<file path="config.mk">
export PLATFORM = sky130hd
export DESIGN_NAME = mult_share_ctrl
export DESIGN_NICKNAME = d
export VERILOG_FILES = /design/src/rtl/mult_share_pkg.sv /design/src/rtl/MultU4Bits.sv /design/src/rtl/mult_rr_arb2.sv /design/src/rtl/mult_share_ctrl.sv
export SDC_FILE = /design/constraint.sdc
export NUM_CORES = 1
export LEC_CHECK = 0
export BUFFER_PORTS_ARGS = -buffer_cell sky130_fd_sc_hd__buf_2
export CORE_ASPECT_RATIO = 0.8
export CORE_MARGIN = 5
export CORE_UTILIZATION = 40
export DETAILED_ROUTE_END_ITERATION = 12
export GPL_TIMING_DRIVEN = 0
export RECOVER_POWER = 50
export SLEW_MARGIN = 15
export SYNTH_ARGS = -nofsm -noshare
export SYNTH_HDL_FRONTEND = slang
export SYNTH_SLANG_ARGS = --single-unit
</file>
<file path="constraint.sdc">
create_clock -name clk -period 2.75 [get_ports clk]
set_input_delay 0.55 -clock clk [delete_from_list [all_inputs] [get_ports clk]]
set_output_delay 0.55 -clock clk [all_outputs]
set_load 0.02 [all_outputs]
</file>
<file path="src/rtl/mult_share_pkg.sv">
// Shared types and constants for the mult_share_ctrl sequencer/arbiter.
package mult_share_pkg;

    localparam int unsigned WIDTH  = 4;
    localparam int unsigned PROD_W = 2 * WIDTH;

    localparam logic ID_A = 1'b0;
    localparam logic ID_B = 1'b1;

    typedef enum logic [2:0] {
        IDLE,
        LOAD,
        MULT,
        SIGN,
        DONE
    } state_t;

endpackage

</file>
<file path="src/rtl/MultU4Bits.sv">
// Existing shared datapath: unsigned 4x4 -> 8 combinational multiplier.
module MultU4Bits (
    input  logic [3:0] a,
    input  logic [3:0] b,
    output logic [7:0] p
);

    assign p = 8'(a) * 8'(b);

endmodule

</file>
<file path="src/rtl/mult_rr_arb2.sv">
// Two-way round-robin arbiter; on a tie the requester not granted last wins.
module mult_rr_arb2
    import mult_share_pkg::*;
(
    input  logic       clk,
    input  logic       rst_n,
    input  logic [1:0] req,
    input  logic       en,
    output logic [1:0] grant
);

    logic last_grant;

    always_comb begin
        grant = 2'b00;
        case (req)
            2'b01:   grant = 2'b01;
            2'b10:   grant = 2'b10;
            2'b11:   grant = (last_grant == ID_A) ? 2'b10 : 2'b01;
            default: grant = 2'b00;
        endcase
    end

    // Reset to B so that A wins the first tie.
    always_ff @(posedge clk or negedge rst_n) begin
        if (!rst_n) begin
            last_grant <= ID_B;
        end else if (en && (grant != 2'b00)) begin
            last_grant <= grant[1];
        end
    end

endmodule

</file>
<file path="src/rtl/mult_share_ctrl.sv">
// Shares one MultU4Bits between requesters A and B; signed ops use sign-magnitude.
// Optional MULT_ZERO_SKIP_EN: zero-magnitude operands bypass the multiplier (LOAD -> DONE).
module mult_share_ctrl #(
    parameter int unsigned WIDTH = 4
) (
    input  logic               clk,
    input  logic               rst_n,
    input  logic               a_valid,
    output logic               a_ready,
    input  logic [WIDTH-1:0]   a_x,
    input  logic [WIDTH-1:0]   a_y,
    input  logic               a_signed,
    input  logic               b_valid,
    output logic               b_ready,
    input  logic [WIDTH-1:0]   b_x,
    input  logic [WIDTH-1:0]   b_y,
    input  logic               b_signed,
    output logic               res_valid,
    input  logic               res_ready,
    output logic [2*WIDTH-1:0] res_prod,
    output logic               res_id
);
    import mult_share_pkg::*;

    localparam int unsigned PW = 2 * WIDTH;

    if (WIDTH != 4) begin : g_width_chk
        $error("mult_share_ctrl: WIDTH must be 4 to match MultU4Bits");
    end

    state_t           state, state_nxt;
    logic [1:0]       req, grant;
    logic             hs, sel_b;
    logic [WIDTH-1:0] op_x, op_y, mag_x, mag_y, mag_x_c, mag_y_c;
    logic             op_sgn, op_id, neg, neg_c;
    logic [PW-1:0]    mult_p, p_q, prod_c;
    logic             res_valid_nxt, res_id_nxt;
    logic [PW-1:0]    res_prod_nxt;

    assign req     = {b_valid, a_valid};
    assign hs      = (state == IDLE) && (req != 2'b00);
    assign sel_b   = grant[1];
    assign a_ready = (state == IDLE) && grant[0];
    assign b_ready = (state == IDLE) && grant[1];

    mult_rr_arb2 u_arb (
        .clk   (clk),
        .rst_n (rst_n),
        .req   (req),
        .en    (hs),
        .grant (grant)
    );

    MultU4Bits u_mult (
        .a (mag_x),
        .b (mag_y),
        .p (mult_p)
    );

    // Sign-magnitude split of the latched operands; -8 maps to magnitude 8.
    always_comb begin
        mag_x_c = op_x;
        mag_y_c = op_y;
        neg_c   = 1'b0;
        if (op_sgn) begin
            if (op_x[WIDTH-1]) mag_x_c = WIDTH'(~op_x + 1'b1);
            if (op_y[WIDTH-1]) mag_y_c = WIDTH'(~op_y + 1'b1);
            neg_c = op_x[WIDTH-1] ^ op_y[WIDTH-1];
        end
    end

    assign prod_c = neg ? PW'(~p_q + 1'b1) : p_q;

`ifdef MULT_ZERO_SKIP_EN
    logic zero_c;
    assign zero_c = (mag_x_c == '0) || (mag_y_c == '0);
`endif

    always_ff @(posedge clk or negedge rst_n) begin
        if (!rst_n) state <= IDLE;
        else        state <= state_nxt;
    end

    always_comb begin
        state_nxt = state;
        case (state)
            IDLE: if (hs) state_nxt = LOAD;
`ifdef MULT_ZERO_SKIP_EN
            LOAD: state_nxt = zero_c ? DONE : MULT;
`else
            LOAD: state_nxt = MULT;
`endif
            MULT: state_nxt = SIGN;
            SIGN: state_nxt = DONE;
            DONE: if (res_ready) state_nxt = IDLE;
            default: state_nxt = IDLE;
        endcase
    end

    // Next values of the registered result port; held unless a result is produced.
    always_comb begin
        res_valid_nxt = (state_nxt == DONE);
        res_prod_nxt  = res_prod;
        res_id_nxt    = res_id;
        case (state)
`ifdef MULT_ZERO_SKIP_EN
            LOAD: if (zero_c) begin
                res_prod_nxt = '0;
                res_id_nxt   = op_id;
            end
`endif
            SIGN: begin
                res_prod_nxt = prod_c;
                res_id_nxt   = op_id;
            end
            default: ;
        endcase
    end

    always_ff @(posedge clk or negedge rst_n) begin
        if (!rst_n) begin
            res_valid <= 1'b0;
            res_prod  <= '0;
            res_id    <= ID_A;
        end else begin
            res_valid <= res_valid_nxt;
            res_prod  <= res_prod_nxt;
            res_id    <= res_id_nxt;
        end
    end

    // Operand latch, magnitude stage and multiplier output register.
    always_ff @(posedge clk or negedge rst_n) begin
        if (!rst_n) begin
            op_x   <= '0;
            op_y   <= '0;
            op_sgn <= 1'b0;
            op_id  <= ID_A;
            mag_x  <= '0;
            mag_y  <= '0;
            neg    <= 1'b0;
            p_q    <= '0;
        end else begin
            case (state)
                IDLE: if (hs) begin
                    op_x   <= sel_b ? b_x : a_x;
                    op_y   <= sel_b ? b_y : a_y;
                    op_sgn <= sel_b ? b_signed : a_signed;
                    op_id  <= sel_b;
                end
                LOAD: begin
                    mag_x <= mag_x_c;
                    mag_y <= mag_y_c;
                    neg   <= neg_c;
                end
                MULT: p_q <= mult_p;
                default: ;
            endcase
        end
    end

endmodule

</file>
## Yosys cells after proc, flatten, opt, wreduce, memory -nomap -nowiden

Index checks and enable logic that the tools add are counted.
W data, S select, Z words.

- Add/subtract/negate cells: 3
- Multipliers: 1
- Equal/unequal tests: 8
- Mux-type cells: 14
- Bitwise gates (word level): 4
- Reduce and logical (&&, ||, !) cells: 8

Operator list:

| cell | number |
|---|---|
| $mux W4 | 6 |
| $pmux W3 S5 | 1 |
| $add A4 B1 Y4 const B | 2 |
| $add A8 B1 Y8 const B | 1 |
| $mul A4 B4 Y8 | 1 |
| $mux W8 | 1 |
| $not A4 Y4 | 2 |
| $not A8 Y8 | 1 |
| $eq A3 B2 Y1 const B | 2 |
| $eq A3 B3 Y1 const B | 2 |
| $mux W3 | 2 |
| $pmux W2 S3 | 1 |
| $eq A2 B2 Y1 const B | 2 |
| $logic_and A1 B1 Y1 | 4 |
| $reduce_bool A2 Y1 | 2 |
| $eq A3 B1 Y1 const B | 1 |
| $logic_not A3 Y1 | 1 |
| $eq A2 B1 Y1 const B | 1 |
| $mux W1 | 2 |
| $mux W2 | 1 |
| $reduce_and A2 Y1 | 1 |
| $xor A1 B1 Y1 | 1 |

- Register bits after elaboration: 41
- Output and inout port bits: 12
- Logic and storage cells: 51

## Depth between registers and ports, before layout

Gate-level depths: netlist of run 1.

- Depth after elaboration: 5
- Depth in mapped cells: 9
- Mapped depth without buffers: 9

## Cells and area by module

A second synthesis of run 1 with hierarchy kept.

- Cells, all modules: 222
- Area total of the unflattened synthesis: 2428.6 um^2

By module, submodules not included:

| module | times used | cells each | area an instance (um^2) | sequential area each (um^2) |
|---|---|---|---|---|
| mult_share_ctrl | 1 | 165 | 1924.3 | 1001.0 |
| MultU4Bits | 1 | 51 | 447.9 | 0.0 |
| mult_rr_arb2 | 1 | 6 | 56.3 | 26.3 |

## Worst setup path after synthesis of run 1

OpenSTA, ideal clock, no wires.

- Path kind: register to register
- Start: reg mag_x[0]
- End: reg p_q[6]
- Setup time: 0.135 ns
- Arrival: 2.543 ns
- Required time: 2.615 ns
- Path slack: 0.072 ns
- Cell stages (with the launch flop): 10
- Path buffers: 0
- Clock period less this slack: 2.678 ns
- Cell sequence: dfrtp_1 -> nand2_1 -> fa_1 -> inv_1 -> fa_1 -> fa_1 -> a21o_1 -> a21oi_1 -> xor2_1 -> o21ai_0

- Cells in the longest elaborated chain, start to end: 1

RTL lines:

| element | RTL line | source |
|---|---|---|
| start, declared | mult_share_ctrl.sv:34 | `logic [WIDTH-1:0] op_x, op_y, mag_x, mag_y, mag_x_c, mag_y_c;` |
| start signal, assigned | mult_share_ctrl.sv:152 | `mag_x <= mag_x_c;` |
| $mul A4 B4 Y8 | MultU4Bits.sv:8 | `assign p = 8'(a) * 8'(b);` |
| end signal, assigned | mult_share_ctrl.sv:156 | `MULT: p_q <= mult_p;` |
| end, declared | mult_share_ctrl.sv:36 | `logic [PW-1:0] mult_p, p_q, prod_c;` |

No other way between the ends.
A chain may end at the register's enable or synchronous reset.

## Worst setup path after layout of run 1

Same ends and word-level chain as after synthesis.

==> results of run 1 <==
==> layout by cell type, fill, tap and decap left out, types with 2 or more instances in the layout <==
cell type,synthesis,routed
clkbuf_1,5,10
and2_1,9,9
o21ai_0,19,18
dfrtp_1,40,40
o31ai_1,4,4
buf_2,1,32
xor2_1,6,6
mux2i_1,12,12
a21boi_0,2,2
fa_1,4,3
mux2_2,4,4
inv_1,15,15
ha_1,15,14
xnor2_1,6,6
nand2_1,37,37
nand3_1,3,3
nor2_1,15,15
a21o_1,3,3
buf_4,0,5
clkbuf_8,0,5
a21oi_1,14,13
o21ai_1,1,2
==> tightest hold or removal path: stages, from the launching register on <==
cell and delay (ns):
dfrtp_1 0.34, nand2_1 0.04, o21ai_0 0.05
==> cell families after synthesis <==
group	Yosys count	synth area share, %
adders and majority gates	19	11.7
xor gates and xnor gates	12	4.60
muxes	16	7.22
AOI/OAI and AO/OA	48	12.9
DFF	41	44.9
buffers and inverters	22	3.72
and+or+nand+nor	74	14.9
==> state kept, by name, indices dropped and copies added, names as in the netlist <==
name / cells
mag_x: 4
mag_y: 4
neg: 1
op_id: 1
op_sgn: 1
op_x: 4
op_y: 4
p_q: 8
res_id: 1
res_prod: 8
res_valid: 1
state: 3
u_arb.last_grant: 1
==> layout make-up <==
| type | count | area [um^2] |
|---|---|---|
| fill | 552 | 2790 |
| multi-input combinational | 169 | 1180 |
| sequential | 41 | 1030 |
| timing repair buffer | 40 | 208 |
| tap | 78 | 97.6 |
| clock buffer | 6 | 72.6 |
| inverter | 15 | 56.3 |
| clock inverter | 2 | 35.0 |
| buffer | 7 | 28.8 |
==> power by group <==
group / internal [mW] / switching (mW)
registers: 0.875 / 0.250
logic: 0.625 / 0.775
clock network: 0.269 / 0.203
==> metal layers <==
layer	global-route usage, %	vias up	part of all wire (%)
li1	-	883	-
met1	18.5	795	51
met2	20.3	31	43
met3	3.97	0	5.2
met4	2.45	0	0
met5	0	-	0
==> worst max-delay path by stage <==
stage	startpoint	endpoint	slack, ns	cells past startpoint
after global placement	mag_x[0]	p_q[6]	-0.12	9
after floorplan	mag_x[0]	p_q[6]	0.07	9
after CTS	mag_x[0]	p_q[6]	0.02	9
final	mag_x[0]	p_q[6]	0.14	9
after detailed placement	mag_y[3]	p_q[6]	-0.12	9
after global routing	mag_y[1]	p_q[6]	0.01	10
==> timing repair <==
item	CTS	global route
pin swaps	0	4
buffers inserted	6	0
resized for setup	1	3
setup endpoints to repair	1	1
==> per-stage QoR <==
step	total power, mW	setup TNS, ns	utilization, %	std cells	worst slack, ns
5_1_grt	3.33	0	49.3	358	0.0102
3_3_place_gp	2.48	-0.124	46.5	344	-0.124
2_1_floorplan	2.13	0	-	232	0.0721
6_report	3.00	0	49.3	358	0.142
4_1_cts	3.06	0	49.3	358	0.0248
3_5_place_dp	2.50	-0.118	46.5	344	-0.118
==> metrics.md, run 1 <==
| Metric | Value |
|---|---|
| Total grt overflow | `0` |
| Number of cells on the worst reg-to-reg path | `9` |
| DIE WIDTH | `94.5 um` |
| CTS buffer count | `5` |
| CTS root buf | `clkbuf_8` |
| Final period util | `roughly 95%` |
| Row count | `24` |
| Post-CTS Hold Fix Bufs | `0` |
| H-tree depth | `2` |
| Worst-Skew Late Latency | `0.29 ns` |
| Share of the synthesized area in the top cell type | `43.8%` |
| Setup violators final | `0` |
| Hold Slack | `0.473 ns` |
| Synthesis Warnings | `0` |
| First-pass GRT wire length | `7.84 mm` |
| DRT antenna net count | `0` |
| Vias in the first global route | `1789` |
| Clock slew at reported path FFs | `0.08 ns` |
| Gr usage total | `approximately an eighth` |
| HP Class | `register to register` |
| I/O Buffers | `34` |
| Fin area | `~2700 um^2` |
| Largest net degree at the start of global routing | `42` |
| Max clock buf depth | `2` |
| Worst slew pin tran | `2.17 ns` |
| Nets | `321` |
| Area post-placement | `roughly 2600 um^2` |
| Hold EP | `res_prod[2]` |
| I/O pin total | `35` |
| Avg Inst Size Synth | `9.86 um^2` |
| Fin. Hold Viols | `0` |
| DRC viols | `0` |
| Via count | `1709` |
| Synthesized Nets | `between 200 and 300` |
| Drt via density | `4.77` |
| Largest cells by area after synthesis | `dfrtp_1 44%, ha_1 8.2%, nand2_1 6.1%` |
| CP Max Fanout | `2` |
| Ys flop type | `dfrtp_1` |
| Core Area | `5500 um^2` |
| CP Buf/Inv Count | `1` |
| CP Launch Type | `register` |
| Total Wirelength | `4.29 mm` |
| RR Startpoint | `mag_x[0]` |
| Sequential cell area fraction in the yosys report | `approximately 45%` |
| CP delay by family, top | `adder cells` |
| Critical setup path kind | `register to register` |
| Shortest period the worst path allows | `2.61 ns` |
| DRT iter0 DRCs | `25` |
| Fmax | `roughly 0.38 GHz` |
| CP Cell Sequence | `nand2_1 > fa_1 > inv_1 > fa_1 > fa_2 > a21o_1 > a21oi_2 > xor2_1 > o21ai_1` |
| Max_cap viols | `1` |
| GP Congestion | `0.771` |
| Hpwl dp | `3.25 mm` |
| Outcome | `finished, violations left` |
| Diodes inserted | `0` |
| Mean routed wirelength per cell | `12.0 um` |
| Effective utilization at floorplan | `41.6%` |
| Setup Skew | `0.00858 ns` |
| Worst vdd ir | `460 uV` |
| Slowest stage delay, CP | `0.53 ns` |
| Synth async-reset ratio | `100%` |
| Mapped Cells | `232` |
| R2r endpoint | `p_q[6]` |
| Commonest cells post-synth | `40 x dfrtp_1, 37 x nand2_1, 19 x o21ai_0` |
| CP max-delay cell | `fa_1` |
| FF+latch count, synth | `41` |
| Count leader, synth | `dfrtp_1` |
| Hold Path Origin | `res_prod[2]` |
| CTS tree | `yes` |
| Die area | `7340 um^2` |
| EDFF count, synth | `0` |
| Area growth, synth to finish | `18.4%` |
| Layout cell share with drive strength beyond 1 | `20.0%` |
| Worst R2R Setup Slack | `0.14 ns` |
| Required time of the critical path | `2.92 ns` |
| Final Slew Violations | `42` |
| Cell taking the most area after synthesis | `dfrtp_1` |
| Rel. slew slack | `-44.9%` |
| Leak | `1.37 nW` |
| RSZ-0062 raised after global routing | `no` |
| Crit end category | `register` |
| Die height | `~78 um` |
| WP data arrival | `roughly 2.8 ns` |
| Initial antenna violation count | `0` |
| Failing checks | `capacitance limit, slew limit` |
| Synth unique cells | `37` |
| Hold-critical path depth | `2` |
| Post-Syn Area | `approximately 2300 um^2` |
| Detailed Routing Iterations Pass 1 | `5` |
| CTS Sinks | `41` |
| Most used cell, CP | `fa_1` |
| Pwr Density | `1110 nW/um^2` |
(Power assumes the default switching activity.)
==> inputs of run 2 (changes only) <==
CORE_UTILIZATION = 45   (was 40)
PLACE_DENSITY = 0.68   (was not set)
==> run 2 against run 1 <==
Net effect:
- register-to-register slack about the same
- count of clock-buffer cells in the layout unchanged
- final cell count decreased by 4.5%
- worst setup slack got worse by 0.0089 ns
- critical endpoint unchanged
- first-iteration DRC count increased by 20%
- sequential power about the same
- via count increased by 0.41%
- design area decreased by 0.97%
- clock power decreased by 14%
- the run still ends with capacitance limit, slew limit left
- largest cell class unchanged
- flip-flop and latch count unchanged
- wire length decreased by 1.7%
==> metrics.md, run 2 (same netlist as run 1, synthesis figures left out) <==
| Metric | Value |
|---|---|
| Total Wirelength | `4.22 mm` |
| Max clock buf depth | `2` |
| Setup Skew | `0.00610 ns` |
| Crit end category | `register` |
| Hpwl dp | `3.26 mm` |
| Fmax | `roughly 0.38 GHz` |
| Clock slew at reported path FFs | `0.08 ns` |
| Worst-Skew Late Latency | `0.29 ns` |
| Total grt overflow | `0` |
| Net Sw Frac | `roughly two fifths` |
| CP Max Fanout | `2` |
| Fillers | `461` |
| Leak | `1.38 nW` |
| Nets | `about 320` |
| Critical setup path kind | `register to register` |
| Area growth, synth to finish | `17.3%` |
| Fin area | `2680 um^2` |
| Gr usage total | `14.4%` |
| Dpl ws | `-0.126 ns` |
| DRT iter0 DRCs | `30` |
| DIE WIDTH | `89.7 um` |
| Layout cell share with drive strength beyond 1 | `21.1%` |
| CTS root buf | `clkbuf_8` |
| Die height | `73.8 um` |
| Vias in the first global route | `~1.8k` |
| Required time of the critical path | `2.91 ns` |
| Sw Pwr | `1.23 mW` |
| DRT antenna net count | `0` |
| HP Class | `register to register` |
| Post-CTS Hold Fix Bufs | `0` |
| Comb power frac | `48.3%` |
| Clk pwr share | `13.9%` |
| Final Slew Violations | `42` |
| Detailed Routing Iterations Pass 1 | `4` |
| DRC viols | `0` |
| CTS Sinks | `41` |
| Die area | `6620 um^2` |
| Drt via density | `5.02` |
| Commonest cells after routing, fill and taps aside | `40 x dfrtp_1, 37 x nand2_1, 33 x buf_2, 19 x o21ai_0` |
| Row count | `23` |
| GP Congestion | `0.802` |
| CTS buffer count | `5` |
| Mean routed wirelength per cell | `12.3 um` |
| H-tree depth | `2` |
| Effective utilization at floorplan | `45.9%` |
| Initial antenna violation count | `0` |
| Diodes inserted | `0` |
| Pwr Density | `1100 nW/um^2` |
| Pint | `1.72 mW` |
| First-pass GRT wire length | `7.80 mm` |
| Outcome | `finished, violations left` |
| Most common cell after layout, fill and taps aside | `dfrtp_1` |
| Finished Layout Cells | `342` |
| WP data arrival | `between 2 and 3 ns` |
| I/O pin total | `35` |
| Worst vdd ir | `503 uV` |
| Area post-placement | `2530 um^2` |
| Sequential power share | `37.9%` |
| Dpl cells | `around 330` |
| Core Area | `between 4000 and 5000 um^2` |
| Tot Pwr | `2.95 mW` |
| CTS tree | `yes` |
| RSZ-0062 raised after global routing | `no` |
| Shortest period the worst path allows | `2.62 ns` |
| Largest net degree at the start of global routing | `42` |
| Fin util | `a little over half` |
| Top Registers | `p_q (8), res_prod (8)` |
| Final WS setup | `0.133 ns` |
| CP Launch Type | `register` |
| Setup violators final | `0` |
| Via count | `1716` |
| Max_cap viols | `1` |
| Fin. Hold Viols | `0` |
| Worst slew pin tran | `2.20 ns` |
| I/O Buffers | `34` |
| Failing checks | `capacitance limit, slew limit` |
| Rel. slew slack | `-46.6%` |
| Final period util | `around 95%` |
run 2: cell types whose count changed in the layout (fill, tap and decap cells not counted), sizes merged:
cell    before  now
buf         37   39
clkbuf      16   14
bufinv       1    0
clkinv       1    2
run 2: metrics by stage:
stage,hold WS (ns),setup TNS (ns)
final,0.478,0
after global routing,0.511,0
after CTS,0.406,0
after detailed placement,0.466,-0.126
after global placement,0.457,-0.0986
after floorplan,0.254,0
run 2: final cells by class:
type	count	area, um^2	share of cell area (%)
buffer	7	28.8	1.07
inverter	15	56.3	2.10
multi-input combinational	169	1180	44.1
clock buffer	6	82.6	3.08
timing repair buffer	40	213	7.93
sequential	41	1030	38.3
tap	62	77.6	2.89
clock inverter	2	13.8	0.513
run 2: routing by layer:
| metal | share of wire, % | up-vias | routed length (um) | GRT usage (%) |
|---|---|---|---|---|
| met2 | 45 | 26 | 1910 | 24.1 |
| met4 | 0.57 | 0 | 24 | 4.53 |
| met3 | 4.7 | 2 | 199 | 3.79 |
| met5 | 0 | - | 0 | 0 |
| met1 | 49 | 808 | 2080 | 18.3 |
| li1 | - | 880 | - | - |
run 2: power by group through the flow:
stage | Clock (mW) | Combinational (mW) | Sequential (mW)
finish | 0.409 | 1.42 | 1.12
global route | 0.448 | 1.65 | 1.17
CTS | 0.428 | 1.44 | 1.12
detailed placement | 0 | 1.34 | 1.16
global placement | 0 | 1.30 | 1.15
floorplan | 0 | 0.976 | 1.16
run 2: timing repair:
item | CTS | global route
pin swaps | 1 | 1
endpoints found under the setup margin | 1 | 2
resized for setup | 0 | 3
buffers inserted | 6 | 0
run 2: worst max-delay path, cell delays in order, from the launching register on:
cell and delay, ns:
dfrtp_1 0.36, nand2_1 0.08, fa_1 0.53, inv_1 0.05, fa_2 0.45, fa_2 0.41
a21o_1 0.20, a21oi_2 0.14, xor2_1 0.18, o21ai_0 0.09
run 2: path summary, 6_finish.rpt:
kind,startpoint,endpoint,slack [ns],cells past startpoint
hold reg to reg,res_prod[4],res_prod[4],0.48,2
setup reg to reg,mag_x[0],p_q[6],0.13,9
hold / removal,res_prod[4],res_prod[4],0.48,2
setup / recovery,mag_x[0],p_q[6],0.13,9
min in group asynchronous,rst_n,res_valid,0.90,1
max in group asynchronous,rst_n,op_y[1],0.59,1
==> inputs of run 3 (changes only) <==
CORE_UTILIZATION = 24   (was 45)
PLACE_DENSITY = not set   (was 0.68)
==> run 3 against run 2 <==
Net effect:
- the run still ends with capacitance limit, slew limit left
- worst setup slack gained 0.021 ns
- critical path depth grew 1
- design area grew 4.2%
- count of clock-buffer cells in the layout grew 1
- final cell count grew 15%
- combinational power is essentially flat
- sequential power is essentially flat
- global-route usage shrank 5.7 points
- clock skew shrank 0.0014 ns
- wire length grew 11%
- non-clock buffer count is the same
- critical path type unchanged
- largest cell class unchanged
- largest power group unchanged
==> metrics.md, run 3 (same netlist as run 1, synthesis figures left out) <==
| Metric | Value |
|---|---|
| Outcome | `finished, violations left` |
| Failing checks | `capacitance limit, slew limit` |
| Area post-placement | `2600 um^2` |
| Area growth, synth to finish | `22.2%` |
| Core Area | `9190 um^2` |
| Critical path destination | `p_q[6]` |
| Dpl cells | `about 380` |
| Via count | `1716` |
| Number of cells on the worst reg-to-reg path | `10` |
| CP Launch Type | `register` |
| CP Max Fanout | `4` |
| Fin Setup TNS | `0 ns` |
| Row count | `31` |
| Die height | `97.3 um` |
| H-tree depth | `2` |
| Clock slew at reported path FFs | `~0.06 ns` |
| Rel. slew slack | `-46.6%` |
| DRT antenna net count | `0` |
| Layout cell share with drive strength beyond 1 | `20.4%` |
| Worst vdd ir | `365 uV` |
| Worst R2R Setup Slack | `approximately 0.15 ns` |
| Most common cell after layout, fill and taps aside | `dfrtp_1` |
| CP Launch Point | `mag_y[1]` |
| Total grt overflow | `0` |
| Shortest period the worst path allows | `2.60 ns` |
| Pint | `1.85 mW` |
| I/O Buffers | `34` |
| Clk pwr share | `17.9%` |
| Vias in the first global route | `between 1.5k and 2k` |
| Comb power frac | `46.1%` |
| Commonest cells after routing, fill and taps aside | `40 x dfrtp_1, 37 x nand2_1, 32 x buf_2, 19 x o21ai_0` |
| HP Class | `register to register` |
| Setup violators final | `0` |
| Fin. Hold Viols | `0` |
| R2r endpoint | `p_q[6]` |
| Diodes inserted | `0` |
| Total Wirelength | `between 4 and 5 mm` |
| Required time of the critical path | `2.90 ns` |
| Fin util | `30.4%` |
| Mean routed wirelength per cell | `11.8 um` |
| Crit end category | `register` |
| Worst slew pin tran | `2.20 ns` |
| Critical setup path kind | `register to register` |
| Final WS setup | `0.154 ns` |
| Fillers | `970` |
| Max_cap viols | `1` |
| Nets | `321` |
| Hold-critical path depth | `2` |
| DRC viols | `0` |
| Final period util | `between 90% and 100%` |
| Fin area | `2790 um^2` |
| Die area | `11600 um^2` |
| Tot Pwr | `3.13 mW` |
| Largest net degree at the start of global routing | `42` |
| WP data arrival | `2.74 ns` |
| Sequential power share | `36.0%` |
| Gr usage total | `8.64%` |
| Sw Pwr | `1.27 mW` |
| Fmax | `just under 0.4 GHz` |
| Setup Skew | `0.00473 ns` |
| First-pass GRT wire length | `about 8.3 mm` |
| Worst-Skew Late Latency | `0.28 ns` |
| Drt via density | `between 4 and 5` |
| Max clock buf depth | `2` |
| CTS root buf | `clkbuf_16` |
| DIE WIDTH | `119 um` |
| I/O pin total | `35` |
| Leak | `1.38 nW` |
| Effective utilization at floorplan | `24.9%` |
| Dpl ws | `-0.132 ns` |
| CTS Sinks | `41` |
| Initial antenna violation count | `0` |
| Net Sw Frac | `40.8%` |
| Detailed Routing Iterations Pass 1 | `4` |
| Hpwl dp | `around 3.6 mm` |
| DRT iter0 DRCs | `63` |
| Finished Layout Cells | `395` |
| CTS tree | `yes` |
| CTS buffer count | `5` |
| GP Congestion | `0.787` |
| RR Startpoint | `mag_y[1]` |
| Pwr Density | `1120 nW/um^2` |
| Hold Slack | `~0.47 ns` |
| Top Registers | `p_q (8), res_prod (8)` |
| Final Slew Violations | `42` |
==> run 3: cell types whose count changed in the layout (fill, tap and decap cells not counted) <==
cell        before  now
clkinv_2         1    0
clkinvlp_4       0    1
buf_2           33   32
clkbuf_16        0    5
clkbuf_1         7   10
ha_1            15   14
clkinv_4         1    0
ha_2             0    1
clkbuf_8         6    0
==> run 3: metal layers <==
metal	global-route usage (%)	vias up	part of all wire (%)
met4	2.14	0	0.90
met3	2.39	4	4.5
li1	-	881	-
met1	11.7	802	51
met2	13.6	29	44
met5	0	-	0
==> run 3: how the worst min path moves through the flow <==
| stage | from | slack [ns] | endpoint |
|---|---|---|---|
| after CTS | rst_n | 0.45 | op_x[0] |
| after floorplan | rst_n | 0.25 | mag_x[0] |
| after global placement | res_prod[0] | 0.46 | res_prod[0] |
| final | res_prod[0] | 0.47 | res_prod[0] |
| after detailed placement | res_prod[0] | 0.47 | res_prod[0] |
| after global routing | res_prod[2] | 0.51 | res_prod[2] |
==> run 3: timing repair <==
action,in CTS,in global routing
hold buffers,0,0
pin swaps,0,3
setup buffers,6,0
setup endpoints to repair,1,2
gates resized for setup,1,3
==> run 3: critical path, stage by stage, from the launching register on <==
cell and delay (ns):
dfrtp_1 0.39, buf_4 0.15, and2_1 0.15, ha_1 0.30, ha_1 0.29, ha_2 0.21, fa_2 0.39, a21o_1 0.20
a21oi_2 0.14, xor2_1 0.16, o21ai_0 0.09
==> run 3: layout make-up <==
class	count	area [um^2]	area share [%]
timing repair buffer	40	211	7.57
sequential	41	1030	36.8
inverter	15	56.3	2.02
clock buffer	7	133	4.75
multi-input combinational	169	1190	42.5
buffer	7	28.8	1.03
clock inverter	1	7.51	0.269
tap	115	144	5.15
==> run 3: power groups by stage <==
stage                     registers (mW)  logic (mW)  clock network, mW
after CTS                           1.13        1.47              0.574
after floorplan                     1.16       0.976                  0
after global placement              1.15        1.31                  0
final                               1.12        1.44              0.558
after global routing                1.17        1.67              0.601
after detailed placement            1.16        1.35                  0
